===== config.mk =====
export PLATFORM = sky130hd
export DESIGN_NAME = fp_mult_seq_flat
export DESIGN_NICKNAME = d
export VERILOG_FILES = /design/src/rtl/fp_mult_seq_pkg.sv /design/src/rtl/fp_mult_seq_if.sv /design/src/rtl/fp_mult_seq_mant_mult.sv /design/src/rtl/fp_mult_seq.sv /design/src/flat_wrapper.sv
export SDC_FILE = /design/constraint.sdc
export NUM_CORES = 1
export LEC_CHECK = 0
export CAP_MARGIN = 25
export CORE_ASPECT_RATIO = 1.5
export CORE_MARGIN = 2
export CORE_UTILIZATION = 50
export DETAILED_ROUTE_END_ITERATION = 10
export PLACE_DENSITY = 0.71
export SLEW_MARGIN = 20
export SYNTH_ARGS = -nofsm -noshare
export SYNTH_HDL_FRONTEND = slang
export SYNTH_SLANG_ARGS = --single-unit

===== constraint.sdc =====
create_clock -name clk -period 4.62 [get_ports clk]
set_input_delay 0.924 -clock clk [delete_from_list [all_inputs] [get_ports clk]]
set_output_delay 0.924 -clock clk [all_outputs]
set_load 0.05 [all_outputs]

===== src/rtl/fp_mult_seq_pkg.sv =====
// Shared types and status codes for the sequential floating-point multiplier.
package fp_mult_pkg;

  typedef enum logic [2:0] {
    S_IDLE,
    S_CLASS,
    S_CALC,
    S_NORM,
    S_ROUND,
    S_DONE
  } fpm_state_t;

  typedef enum logic [1:0] {
    FPC_ZERO,
    FPC_NORMAL,
    FPC_INF,
    FPC_NAN
  } fp_class_t;

  localparam logic [1:0] ESP_OK  = 2'b00;
  localparam logic [1:0] ESP_NAN = 2'b01;
  localparam logic [1:0] ESP_OVF = 2'b10;
  localparam logic [1:0] ESP_UNF = 2'b11;

endpackage


===== src/rtl/fp_mult_seq_if.sv =====
// Operand/result handshake bundle between the ALU (master) and fp_mult_seq (slave).
interface fp_mult_seq_if #(
  parameter int EXP_W = 8,
  parameter int MAN_W = 23
);
  localparam int W = 1 + EXP_W + MAN_W;

  logic         in_valid;
  logic         in_ready;
  logic [W-1:0] dataA;
  logic [W-1:0] dataB;
  logic         out_valid;
  logic         out_ready;
  logic [W-1:0] Resultado;
  logic [1:0]   esp;

  modport master (
    output in_valid, dataA, dataB, out_ready,
    input  in_ready, out_valid, Resultado, esp
  );

  modport slave (
    input  in_valid, dataA, dataB, out_ready,
    output in_ready, out_valid, Resultado, esp
  );
endinterface


===== src/rtl/fp_mult_seq_mant_mult.sv =====
// Iterative radix-2 shift-add unsigned multiplier: N iterations per operation,
// the first one performed on the start edge so done rises N edges after start.
module seq_mant_mult #(
  parameter int N = 24
) (
  input  logic           clk,
  input  logic           rst_n,
  input  logic           start,
  input  logic [N-1:0]   a,
  input  logic [N-1:0]   b,
  output logic           done,
  output logic [2*N-1:0] product
);
  localparam int CNT_W = $clog2(N + 1);

  logic [N-1:0]     mcand_q, mcand_d;
  logic [N-1:0]     acc_q, acc_d;
  logic [N-1:0]     mplr_q, mplr_d;
  logic [CNT_W-1:0] cnt_q, cnt_d;
  logic             done_q, done_d;

  logic [N-1:0] src_acc, src_mplr, src_mcand;
  logic [N:0]   sum;
  logic         step;

  // {acc, mplr} is the partial product; each step adds the multiplicand and shifts right.
  always_comb begin
    step      = start || (cnt_q != '0);
    src_acc   = start ? '0 : acc_q;
    src_mplr  = start ? b  : mplr_q;
    src_mcand = start ? a  : mcand_q;
    sum       = {1'b0, src_acc} + (src_mplr[0] ? {1'b0, src_mcand} : '0);

    mcand_d = mcand_q;
    acc_d   = acc_q;
    mplr_d  = mplr_q;
    cnt_d   = cnt_q;
    done_d  = done_q;
    if (step) begin
      mcand_d = src_mcand;
      acc_d   = sum[N:1];
      mplr_d  = {sum[0], src_mplr[N-1:1]};
      cnt_d   = start ? CNT_W'(N - 1) : cnt_q - CNT_W'(1);
      done_d  = start ? (N == 1) : (cnt_q == CNT_W'(1));
    end
  end

  always_ff @(posedge clk or negedge rst_n) begin
    if (!rst_n) begin
      mcand_q <= '0;
      acc_q   <= '0;
      mplr_q  <= '0;
      cnt_q   <= '0;
      done_q  <= 1'b0;
    end else begin
      mcand_q <= mcand_d;
      acc_q   <= acc_d;
      mplr_q  <= mplr_d;
      cnt_q   <= cnt_d;
      done_q  <= done_d;
    end
  end

  assign done    = done_q;
  assign product = {acc_q, mplr_q};

endmodule


===== src/rtl/fp_mult_seq.sv =====
// Sequential IEEE-754-style multiplier: classify, iterative significand product,
// normalise, round-to-nearest-even, with valid/ready on both sides.
module fp_mult_seq
  import fp_mult_pkg::*;
#(
  parameter int EXP_W = 8,
  parameter int MAN_W = 23
) (
  input logic          clk,
  input logic          rst_n,
  fp_mult_seq_if.slave bus
);
  localparam int W   = 1 + EXP_W + MAN_W;
  localparam int N   = MAN_W + 1;
  localparam int E_W = EXP_W + 2;

  localparam logic signed [E_W-1:0] BIAS     = E_W'((1 << (EXP_W - 1)) - 1);
  localparam logic signed [E_W-1:0] EXP_MAX  = E_W'((1 << EXP_W) - 1);
  localparam logic signed [E_W-1:0] EXP_ZERO = '0;
  localparam logic signed [E_W-1:0] EXP_ONE  = E_W'(1);
  localparam logic [W-1:0] QNAN = {1'b0, {EXP_W{1'b1}}, 1'b1, {(MAN_W-1){1'b0}}};

  function automatic fp_class_t classify(input logic [W-1:0] v);
    logic [EXP_W-1:0] e;
    logic [MAN_W-1:0] f;
    e = v[W-2 -: EXP_W];
    f = v[MAN_W-1:0];
    if (e == '0) return FPC_ZERO;
    if (&e)      return (f == '0) ? FPC_INF : FPC_NAN;
    return FPC_NORMAL;
  endfunction

  // Returns {fraction, guard, sticky}; product lies in [1,4) with two integer bits.
  function automatic logic [MAN_W+1:0] normalise(input logic [2*N-1:0] p);
    logic [MAN_W-1:0] f;
    logic             g;
    logic             s;
    if (p[2*N-1]) begin
      f = p[2*N-2 -: MAN_W];
      g = p[MAN_W];
      s = |p[MAN_W-1:0];
    end else begin
      f = p[2*N-3 -: MAN_W];
      g = p[MAN_W-1];
      s = |p[MAN_W-2:0];
    end
    return {f, g, s};
  endfunction

  // Round to nearest even, then saturate to inf or flush to zero; returns {word, esp}.
  function automatic logic [W+1:0] round_pack(input logic s, input logic signed [E_W-1:0] e_in,
                                               input logic [MAN_W-1:0] f, input logic g,
                                               input logic st);
    logic [MAN_W:0]           sum;
    logic signed [E_W-1:0]    e;
    sum = {1'b0, f} + {{MAN_W{1'b0}}, g & (st | f[0])};
    e   = e_in + (sum[MAN_W] ? EXP_ONE : EXP_ZERO);
    if (e >= EXP_MAX) return {s, {EXP_W{1'b1}}, {MAN_W{1'b0}}, ESP_OVF};
    if (e <= EXP_ZERO) return {s, {(W-1){1'b0}}, ESP_UNF};
    return {s, e[EXP_W-1:0], sum[MAN_W-1:0], ESP_OK};
  endfunction

  fpm_state_t            state_q, state_d;
  logic [W-1:0]          a_q, a_d, b_q, b_d;
  logic                  sign_q, sign_d;
  logic signed [E_W-1:0] exp_q, exp_d;
  logic [MAN_W-1:0]      frac_q, frac_d;
  logic                  guard_q, guard_d;
  logic                  sticky_q, sticky_d;
  logic                  special_q, special_d;
  logic [W-1:0]          res_q, res_d;
  logic [1:0]            esp_q, esp_d;

  fp_class_t             cls_a, cls_b;
  logic                  any_nan, any_inf, any_zero, is_special;
  logic signed [E_W-1:0] exp_sum;
  logic                  mul_start, mul_done;
  logic [2*N-1:0]        mul_prod;

  always_comb begin
    cls_a      = classify(a_q);
    cls_b      = classify(b_q);
    any_nan    = (cls_a == FPC_NAN) || (cls_b == FPC_NAN) ||
                 (cls_a == FPC_ZERO && cls_b == FPC_INF) ||
                 (cls_a == FPC_INF && cls_b == FPC_ZERO);
    any_inf    = (cls_a == FPC_INF) || (cls_b == FPC_INF);
    any_zero   = (cls_a == FPC_ZERO) || (cls_b == FPC_ZERO);
    is_special = any_nan || any_inf || any_zero;
    exp_sum    = $signed({2'b00, a_q[W-2 -: EXP_W]}) +
                 $signed({2'b00, b_q[W-2 -: EXP_W]}) - BIAS;
    mul_start  = (state_q == S_CLASS) && !is_special;
  end

  seq_mant_mult #(.N(N)) u_mant_mult (
    .clk     (clk),
    .rst_n   (rst_n),
    .start   (mul_start),
    .a       ({1'b1, a_q[MAN_W-1:0]}),
    .b       ({1'b1, b_q[MAN_W-1:0]}),
    .done    (mul_done),
    .product (mul_prod)
  );

  // Specials pass through ROUND untouched so both paths share one result register.
  always_comb begin
    state_d = state_q;
    case (state_q)
      S_IDLE:  if (bus.in_valid) state_d = S_CLASS;
      S_CLASS: state_d = is_special ? S_ROUND : S_CALC;
      S_CALC:  if (mul_done) state_d = S_NORM;
      S_NORM:  state_d = S_ROUND;
      S_ROUND: state_d = S_DONE;
      S_DONE:  if (bus.out_ready) state_d = S_IDLE;
      default: state_d = S_IDLE;
    endcase
  end

  always_comb begin
    a_d       = a_q;
    b_d       = b_q;
    sign_d    = sign_q;
    exp_d     = exp_q;
    frac_d    = frac_q;
    guard_d   = guard_q;
    sticky_d  = sticky_q;
    special_d = special_q;
    res_d     = res_q;
    esp_d     = esp_q;
    case (state_q)
      S_IDLE: begin
        if (bus.in_valid) begin
          a_d = bus.dataA;
          b_d = bus.dataB;
        end
      end
      S_CLASS: begin
        sign_d    = a_q[W-1] ^ b_q[W-1];
        exp_d     = exp_sum;
        special_d = is_special;
        if (any_nan) begin
          res_d = QNAN;
          esp_d = ESP_NAN;
        end else if (any_inf) begin
          res_d = {a_q[W-1] ^ b_q[W-1], {EXP_W{1'b1}}, {MAN_W{1'b0}}};
          esp_d = ESP_OK;
        end else if (any_zero) begin
          res_d = {a_q[W-1] ^ b_q[W-1], {(W-1){1'b0}}};
          esp_d = ESP_OK;
        end
      end
      S_NORM: begin
        {frac_d, guard_d, sticky_d} = normalise(mul_prod);
        if (mul_prod[2*N-1]) exp_d = exp_q + EXP_ONE;
      end
      S_ROUND: begin
        if (!special_q) {res_d, esp_d} = round_pack(sign_q, exp_q, frac_q, guard_q, sticky_q);
      end
      default: ;
    endcase
  end

  always_ff @(posedge clk or negedge rst_n) begin
    if (!rst_n) begin
      state_q   <= S_IDLE;
      a_q       <= '0;
      b_q       <= '0;
      sign_q    <= 1'b0;
      exp_q     <= '0;
      frac_q    <= '0;
      guard_q   <= 1'b0;
      sticky_q  <= 1'b0;
      special_q <= 1'b0;
      res_q     <= '0;
      esp_q     <= ESP_OK;
    end else begin
      state_q   <= state_d;
      a_q       <= a_d;
      b_q       <= b_d;
      sign_q    <= sign_d;
      exp_q     <= exp_d;
      frac_q    <= frac_d;
      guard_q   <= guard_d;
      sticky_q  <= sticky_d;
      special_q <= special_d;
      res_q     <= res_d;
      esp_q     <= esp_d;
    end
  end

  assign bus.in_ready  = (state_q == S_IDLE);
  assign bus.out_valid = (state_q == S_DONE);
  assign bus.Resultado = res_q;
  assign bus.esp       = esp_q;

endmodule

===== src/flat_wrapper.sv =====
// flat-port wrapper written by rule: the top's interface ports become plain ports
module fp_mult_seq_flat import fp_mult_pkg::*;
#(
  parameter int EXP_W = 8,
  parameter int MAN_W = 23
)
  (clk, rst_n, bus_in_valid, bus_dataA, bus_dataB, bus_out_ready, bus_in_ready, bus_out_valid, bus_Resultado, bus_esp);
  fp_mult_seq_if #(.EXP_W(EXP_W), .MAN_W(MAN_W)) bus_i ();
  input logic clk;
  input logic rst_n;
  input wire logic [$bits(bus_i.in_valid)-1:0] bus_in_valid;
  input wire logic [$bits(bus_i.dataA)-1:0] bus_dataA;
  input wire logic [$bits(bus_i.dataB)-1:0] bus_dataB;
  input wire logic [$bits(bus_i.out_ready)-1:0] bus_out_ready;
  output wire logic [$bits(bus_i.in_ready)-1:0] bus_in_ready;
  output wire logic [$bits(bus_i.out_valid)-1:0] bus_out_valid;
  output wire logic [$bits(bus_i.Resultado)-1:0] bus_Resultado;
  output wire logic [$bits(bus_i.esp)-1:0] bus_esp;
  assign bus_i.in_valid = bus_in_valid;
  assign bus_i.dataA = bus_dataA;
  assign bus_i.dataB = bus_dataB;
  assign bus_i.out_ready = bus_out_ready;
  assign bus_in_ready = bus_i.in_ready;
  assign bus_out_valid = bus_i.out_valid;
  assign bus_Resultado = bus_i.Resultado;
  assign bus_esp = bus_i.esp;
  fp_mult_seq #(.EXP_W(EXP_W), .MAN_W(MAN_W)) u_core (.clk(clk), .rst_n(rst_n), .bus(bus_i));
endmodule

After elaboration in Yosys (flattened, before gate mapping). Cells that the tools add are included.

Register bits: 216. Latch bits: 0. Bits in writable memories: 0. ROM bits: 0. Bits of input ports: 68. Output and inout bits: 36. Word-level logic and storage cells: 128. Memories: 0.

Add/subtract/negate cells: 7. Multiply operators: 0. Div/mod/pow operators: 0. Magnitude comparators: 2. Equal/unequal tests: 16. Shift operators: 0. Mux-type cells: 54. Bitwise operators: 3. Reduce and logical (&&, ||, !) cells: 30.

Operator list (count): $mux 34 (4); $mux 32 (4); $mux 24 (4); $pmux 32 s2 (1); $logic_not 23->1 (2); $add 24x24->25 (1); $add 23x1->24 (1); $mux 2 (12); $mux 23 (1); $reduce_or 23->1 (1); $reduce_or 22->1 (1); $pmux 10 s2 (1); $mux 1 (19); $pmux 3 s6 (1); $logic_not 8->1 (2); $reduce_and 8->1 (2); $mux 3 (4); $add 10x10->10 (1); $add 10x2->10 const B (1); $ge 10x9->1 const B (1); $le 10x1->1 const B (1); $mux 10 (1); $ne 2x2->1 const B (5); $sub 10x8->10 const B (1); other kinds (22) (40).

Longest topological paths before layout. Gate-level depths: netlist (run 1).

Depth in word-level cells: 16. Mapped depth: 20. Gate-level depth less buffers: 18.

Hierarchy. Synthesis (run 1) repeated with hierarchy kept, for this count alone.

Cell total of the unflattened synthesis: 1185. Area, all modules: 11956.5 um2.

By module, submodules not included: fp_mult_seq (instances 1, cells an instance 678, area an instance 7106.8 um2, sequential area each 3453.3 um2); seq_mant_mult (instances 1, cells an instance 507, area an instance 4849.7 um2, sequential area each 1951.9 um2).

Worst setup path after synthesis (run 1). OpenSTA, ideal clock, no wires.

Kind: register -> register. Start: register u_core.a_q[24]. End: register u_core.u_mant_mult.acc_q[19]. Data arrival time: 4.015 ns. Setup slack: 0.536 ns. Cell stages (with the launch flop): 20. Clock period less this slack: 4.084 ns. Path through: dfrtp_1 -> nor4_1 -> nand2_1 -> nand4bb_1 -> or2_1 -> clkbuf_1 -> mux2i_1 -> clkbuf_1 -> nor2b_1 -> ha_1 -> inv_1 -> fa_1 -> nor2b_1 -> o31a_1 -> o31a_1 -> a21o_1 -> a221oi_4 -> o21bai_2 -> or4b_1 -> nand3_1.

Cells in the longest elaborated chain, start to end: 16. Elaborated cells between the ends (all ways): 28.

Ends and longest elaborated chain: from (decl) (RTL line fp_mult_seq.sv:64) `logic [W-1:0] a_q, a_d, b_q, b_d;`; from (signal assigned) (RTL line fp_mult_seq.sv:165) `a_q <= '0;`; from (signal assigned) (RTL line fp_mult_seq.sv:177) `a_q <= a_d;`; $reduce_and 8->1 (RTL line fp_mult_seq.sv:29) `if (&e) return (f == '0) ? FPC_INF : FPC_NAN;`; $mux 1 (2 in series) (RTL line fp_mult_seq.sv:29); $mux 2 (RTL line fp_mult_seq.sv:30) `return FPC_NORMAL;`; $mux 2 (*) (RTL line fp_mult_seq.sv:29); $eq 2x2->1 / $logic_not 2->1 (equally long branches) (RTL line fp_mult_seq.sv:83, fp_mult_seq.sv:84, fp_mult_seq.sv:87); $logic_or 1x1->1 / $logic_and 1x1->1 (equally long branches) (RTL line fp_mult_seq.sv:83, fp_mult_seq.sv:84); $logic_or 1x1->1 (RTL line fp_mult_seq.sv:83) `any_nan = (cls_a == FPC_NAN) || (cls_b == FPC_NAN) ||`; $logic_or 1x1->1 (RTL line fp_mult_seq.sv:84) `(cls_a == FPC_ZERO && cls_b == FPC_INF) ||`; $logic_or 1x1->1 (RTL line fp_mult_seq.sv:88) `is_special = any_nan || any_inf || any_zero;`; $logic_or 1x1->1 (*) (RTL line fp_mult_seq.sv:88); $logic_not 1->1 (*) (RTL line fp_mult_seq.sv:91) `mul_start = (state_q == S_CLASS) && !is_special;`; $logic_and 1x1->1 (*) (RTL line fp_mult_seq.sv:91); $mux 24 (on tied branches) (RTL line fp_mult_seq_mant_mult.sv:31, fp_mult_seq_mant_mult.sv:30); $mux 24 (RTL line fp_mult_seq_mant_mult.sv:32) `sum = {1'b0, src_acc} + (src_mplr[0] ? {1'b0, src_mcand} : '0);`; $add 24x24->25 (RTL line fp_mult_seq_mant_mult.sv:32); to (signal assigned) (RTL line fp_mult_seq_mant_mult.sv:51) `acc_q <= '0;`; to (signal assigned) (RTL line fp_mult_seq_mant_mult.sv:57) `acc_q <= acc_d;`; to (decl) (RTL line fp_mult_seq_mant_mult.sv:17) `logic [N-1:0] acc_q, acc_d;`.

Mark *: on every way between the ends. The rest lies on a longest branch, timed or not. The select of a mux whose other input is x is not followed. A chain may end at the register's enable or synchronous reset.

Final worst setup path (run 1).
Start: register u_core.a_q[28]. End: register u_core.u_mant_mult.acc_q[19].

The elaborated chain is that of the path after synthesis.

==> flow_summary.toml, run 1 <==
[die]
io_pins = 104
start_util_pct = 50.6
dieArea_sq_um = 24400
coreArea_sq_um = 22900
core.rowCount = 68
die_w_microns = 128
die_y_microns = 190

[synth]
netlist_area_sq_um = 11600
yosysSeqAreaShare_pct = 46.7
ys_types = 64
synth_top_flop_cell = "dfrtp_1"
synthArstFlopShare_pct = 100
synth_cells = 1176
postSynthAreaPerCell_sq_um = 9.84
synth_edf_count = 0
yosys_warnings = 0
syn_nets = 1287
synth-seq-cells = 216

[clock_tree]
cts_root_buf = "clkbuf_16"
clock_latency_ns = 0.51
numCtsBuffers = 21
clkSlewWorstSetupHoldPaths_ns = 0.07
cts.htree.levels = 1
holdBufCountCts = 0
cts_max_path_buffers = 3
cts_sinks = 216
cts_tree = "yes"

[finish]
drive_above_1_share_pct = 12.2
layout_commonest_cell = "dfrtp_1"
seq_area_sq_um = 5410
layout.nets = 1372
synthToLayoutAreaGrowth_pct = 17.6
multiInputGateArea_sq_um = 5870
n_fill_cell = 1975
final_cell_mix = "dfrtp_1, nand2_1, clkdlybuf4s50_1"
diodes = 0

[worst_setup_path]
cp-startpoint = "u_core.a_q[28]"
crit_buf_inv = 2
critical_path.top_delay_family = "simple AND/OR/NAND/NOR gates"
setup.worst_path.end_class = "flop"
slowest_stage = "or4b_1"
crit_path_max_incr_delay_ns = 0.47
cp-start-kind = "flop"
arrival_ns = 4.87
critPathKind = "reg -> reg"
path_max_fanout = 28
r2r_start = "u_core.a_q[28]"
worstPathRequired_ns = 5.06
cp_cell_sequence = "nor4_1, nand2_1, nand4bb_1, or2_4, buf_12, mux2_2, nor2b_1, ha_1, inv_1, fa_1, nor2b_1, o31a_1, o31a_1, a21o_1, a221oi_4, o21bai_2, or4b_1, nand3_1"

[timing]
fmax_mhz = 225
slew_viol_final = 0
slew_headroom_pct = 37.0
rsz0062_at_grt = "true"
finalCritPeriodShare_pct = 96.0
final.setup_skew_ns = 0.0186
worstMarginPinSlew_ns = 0.921
finalHoldViolCount = 0
finalSetupViolCount = 0
final.min_clock_period_ns = 4.44
hold_slack_ns = 0.471

[routing]
route.detailed.drc = 0
via_per_inst = 5.63
via_count = 8754
routed_wl_microns = 25000
drt_iter0_drc = 505
drt_pre_antenna_iters = 5
postRouteAntennaNets = 0
wl_per_cell_microns = 16.1

[global_route]
grt_util_all_layers_pct = 20.9
antenna_found_initial = 0
grt_pass1_wl_microns = 41900
grt_pass1_vias = 8519
grt_max_degree = 107
overflow = 0

[power_and_ir_drop]
p_leak_nw = 5.70
ir_drop_v = 0.000386
p_sw_share_pct = 41.7
total_power_w = 0.0111
p_int_w = 0.00646
switchingPower_w = 0.00462
p_clk_share_pct = 15.4
p_per_area_nw_per_um2 = 814
seqPwrFrac_pct = 32.6
pwr-share-comb_pct = 52.0

[outcome]
status = "finished clean"

[placed_design]
globalplace.congestion = 0.878
io_buffer_count = 103
hpwlAfterDp_microns = 18300

[worst_hold_path]
min_path_type = "reg -> reg"
hold_start = "u_core.u_mant_mult.mcand_q[23]"

[job]
drv_cap = 0
[per-stage QoR]
stage                     util, %  setup TNS [ns]  cell area [sq um]  setup WS (ns)  std cells
final                        59.5               0              13600          0.184       1554
after global routing         59.5        -0.00815              13600       -0.00587       1554
after CTS                    59.3               0              13600          0.135       1553
after detailed placement     56.3               0              12900          0.155       1517
after global placement       56.3               0              12900          0.224       1517
after floorplan                 -               0              11600          0.536       1176
[worst register-to-register path, cell delays in order (launching register included)]
cell and delay, ns:
dfrtp_1 0.41, nor4_1 0.42, nand2_1 0.13, nand4bb_1 0.18, or2_4 0.20, buf_12 0.18, mux2_2 0.38, nor2b_1 0.13
ha_1 0.21, inv_1 0.07, fa_1 0.21, nor2b_1 0.07, o31a_1 0.27, o31a_1 0.28, a21o_1 0.23, a221oi_4 0.34
o21bai_2 0.12, or4b_1 0.47, nand3_1 0.09
[power by group through the flow]
| stage | clock, W | sequential (W) | combinational (W) |
|---|---|---|---|
| after floorplan | 0 | 0.00357 | 0.00436 |
| after global placement | 0 | 0.00358 | 0.00562 |
| after detailed placement | 0 | 0.00362 | 0.00573 |
| after CTS | 0.00175 | 0.00359 | 0.00577 |
| after global routing | 0.00183 | 0.00373 | 0.00645 |
| final | 0.00171 | 0.00361 | 0.00577 |
[per-layer routing]
layer  track usage, %  up-vias  share of wire, %  wire (microns)
met1             27.2     4209                44           10900
met5                0        -                 0               0
met2             35.6      155                50           12400
met3             2.47       49               3.6             904
li1                 -     4341                 -               -
met4             7.73        0               3.3             816
[repair_timing]
item                       4_1_cts  5_1_grt
buffers inserted                 0        1
setup endpoints to repair        0       26
resized for setup                0        6
hold endpoints to repair         0        0
[Yosys cell counts, types with 15 or more instances]
cell / number / area, sq um
xnor2_1: 35 / 307
a21oi_1: 42 / 210
nor3_1: 16 / 80.1
a31oi_1: 29 / 181
mux2i_1: 26 / 260
nand4_1: 15 / 93.8
ha_1: 41 / 513
dfrtp_1: 216 / 5410
xor2_1: 21 / 184
o21ai_0: 66 / 330
o21ai_1: 21 / 105
nor2_1: 77 / 289
and2_1: 29 / 181
nand2_1: 164 / 616
buf_2: 17 / 85.1
nor4_1: 22 / 138
nand3_1: 26 / 130
clkbuf_1: 40 / 150
mux2_2: 88 / 991
inv_1: 21 / 78.8
nor2b_1: 32 / 200
[flip-flops by register name, indices dropped and copies added, names as in the netlist, 2 cells and up]
| signal | flops |
|---|---|
| u_core.bus.esp | 2 |
| u_core.state_q | 3 |
| u_core.bus.Resultado | 32 |
| u_core.u_mant_mult.cnt_q | 5 |
| u_core.frac_q | 23 |
| u_core.u_mant_mult.mplr_q | 24 |
| u_core.exp_q | 10 |
| u_core.u_mant_mult.acc_q | 24 |
| u_core.b_q | 32 |
| u_core.u_mant_mult.mcand_q | 24 |
| u_core.a_q | 32 |
[path summary, 6_finish.rpt]
| path | end | slack [ns] | cells past startpoint |
|---|---|---|---|
| max in group asynchronous | u_core.bus.Resultado[24] | 3.19 | 2 |
| worst max register to register | u_core.u_mant_mult.acc_q[19] | 0.18 | 18 |
| min in group asynchronous | u_core.b_q[14] | 0.51 | 1 |
| worst max-delay path | u_core.u_mant_mult.acc_q[19] | 0.18 | 18 |
| worst min register to register | u_core.u_mant_mult.mcand_q[23] | 0.47 | 1 |
| worst min-delay path | u_core.u_mant_mult.mcand_q[23] | 0.47 | 1 |
[logic make-up (layout without fill, tap and decap cells)]
| logic type | count (synthesis) | after routing | synth area share (%) |
|---|---|---|---|
| muxes | 114 | 114 | 10.8 |
| xor gates and xnor gates | 56 | 56 | 4.24 |
| AOI/OAI and AO/OA | 230 | 230 | 12.2 |
| and+or+nand+nor | 436 | 436 | 18.4 |
| buffers and inverters | 81 | 179 | 2.88 |
| DFF | 216 | 216 | 46.7 |
| adders and majority gates | 43 | 43 | 4.78 |
[layout make-up]
class | count | share of cell area, %
Multi-Input combinational cell | 879 | 43.1
Sequential cell | 216 | 39.7
Timing Repair Buffer | 122 | 9.02
Clock buffer | 29 | 4.52
Tap cell | 280 | 2.57
Inverter | 21 | 0.579
Clock inverter | 7 | 0.505
Note: power is estimated with default switching activity, not from simulation.
==> inputs of run 2 (changes only) <==
Settings changed: SETUP_SLACK_MARGIN set to 0.2.
==> flow_summary.toml, run 2 (same netlist as run 1, synthesis figures left out) <==
[outcome]
status = "finished clean"

[clock_tree]
clkSlewWorstSetupHoldPaths_ns = 0.07
cts_tree = "yes"
cts_root_buf = "clkbuf_16"
cts_max_path_buffers = 3
numCtsBuffers = 21
holdBufCountCts = 0
cts.htree.levels = 1
cts_sinks = 216
clock_latency_ns = 0.50

[power_and_ir_drop]
p_leak_nw = 5.76
p_clk_share_pct = 15.2
ir_drop_v = 0.000387
p_int_w = 0.00651
seqPwrFrac_pct = 32.4
p_per_area_nw_per_um2 = 814
switchingPower_w = 0.00466
p_sw_share_pct = 41.7
pwr-share-comb_pct = 52.3

[die]
core.rowCount = 68
die_y_microns = 190
dieArea_sq_um = 24400
start_util_pct = 50.6
io_pins = 104
die_w_microns = 128
coreArea_sq_um = 22900

[routing]
postRouteAntennaNets = 0
via_count = 8821
wl_per_cell_microns = 16.2
routed_wl_microns = 25300
drt_iter0_drc = 452
via_per_inst = 5.64
route.detailed.drc = 0
drt_pre_antenna_iters = 5

[worst_hold_path]
min_path_type = "reg -> reg"

[finish]
n_fill_cell = 1975
diodes = 0
layout.nets = 1381
drive_above_1_share_pct = 13.4
synthToLayoutAreaGrowth_pct = 18.6
final_cell_mix = "dfrtp_1, nand2_1, clkdlybuf4s50_1"
layout_commonest_cell = "dfrtp_1"

[timing]
finalHoldViolCount = 0
finalSetupViolCount = 0
final.min_clock_period_ns = 4.31
fin_setup_tns_ns = 0
slew_viol_final = 0
fmax_mhz = 232
worstMarginPinSlew_ns = 0.930
final.setup_skew_ns = 0.0197
finalCritPeriodShare_pct = 93.3
slew_headroom_pct = 36.4
postLayoutSetupSlackWorst_ns = 0.310
rsz0062_at_grt = "true"

[worst_setup_path]
setup.worst_path.end_class = "flop"
arrival_ns = 4.74
critPathKind = "reg -> reg"
worstPathRequired_ns = 5.05
path_max_fanout = 5
cp-start-kind = "flop"

[placed_design]
io_buffer_count = 103
hpwlAfterDp_microns = 18300
globalplace.congestion = 0.878
place_ws_ns = 0.155

[global_route]
grt_util_all_layers_pct = 21.0
grt_max_degree = 107
overflow = 0
grt_pass1_wl_microns = 42000
antenna_found_initial = 0
grt_pass1_vias = 8526

[job]
drv_cap = 0
[run 2: worst paths after layout]
kind | from | endpoint | slack (ns) | cells after the start
min in group asynchronous | rst_n | u_core.b_q[14] | 0.51 | 1
setup / recovery | u_core.b_q[23] | u_core.u_mant_mult.acc_q[19] | 0.31 | 18
max in group asynchronous | rst_n | u_core.bus.Resultado[12] | 3.18 | 2
hold / removal | u_core.u_mant_mult.mcand_q[23] | u_core.u_mant_mult.mcand_q[23] | 0.47 | 1
hold reg to reg | u_core.u_mant_mult.mcand_q[23] | u_core.u_mant_mult.mcand_q[23] | 0.47 | 1
setup reg to reg | u_core.b_q[23] | u_core.u_mant_mult.acc_q[19] | 0.31 | 18
[run 2: per-layer routing]
layer | track usage, % | vias up | routed length (microns)
met3 | 2.47 | 44 | 875
met4 | 7.73 | 0 | 782
met2 | 35.9 | 166 | 12600
met5 | 0 | - | 0
li1 | - | 4360 | -
met1 | 27.2 | 4251 | 11100
[run 2: worst max-delay path, cell delays in order (launching register included)]
cell and delay [ns]:
dfrtp_2 0.45, nor4_4 0.33, nand2_2 0.12, nand4bb_1 0.15, or2_4 0.20, buf_12 0.12
mux2_2 0.34, nor2b_1 0.13, ha_1 0.21, inv_1 0.08, fa_2 0.21, nor2b_1 0.06
o31a_1 0.27, o31a_1 0.31, a21o_1 0.25, a221oi_4 0.33, o21bai_2 0.11, or4b_1 0.47
nand3_1 0.09
[run 2: power by group through the flow]
stage	combinational, W	clock [W]	sequential, W
floorplan	0.00436	0	0.00357
global placement	0.00562	0	0.00358
detailed placement	0.00573	0	0.00362
CTS	0.00577	0.00175	0.00360
global route	0.00653	0.00183	0.00374
finish	0.00584	0.00170	0.00362
[run 2: timing repair]
item / in CTS / in global routing
resized for setup: 2 / 12
gates cloned: 0 / 1
endpoints found under the setup margin: 22 / 28
setup buffers: 1 / 8
pin swaps: 1 / 8
[run 2: layout make-up]
| class | count | area [sq um] | area share [%] |
|---|---|---|---|
| sequential | 216 | 5410 | 39.4 |
| inverter | 21 | 78.8 | 0.574 |
| timing repair buffer | 131 | 1320 | 9.59 |
| clock buffer | 29 | 616 | 4.48 |
| tap | 280 | 350 | 2.55 |
| multi-input combinational | 879 | 5890 | 42.9 |
| clock inverter | 7 | 68.8 | 0.501 |
[run 2: per-stage QoR]
step	area (sq um)	hold WS, ns	instances	utilization [%]	total power, W
2_1_floorplan	11600	0.423	1176	-	0.00793
3_3_place_gp	12900	0.441	1517	56.3	0.00920
3_5_place_dp	12900	0.455	1517	56.3	0.00935
4_1_cts	13600	0.471	1554	59.4	0.0111
5_1_grt	13700	0.503	1563	60.0	0.0121
6_report	13700	0.468	1563	60.0	0.0112
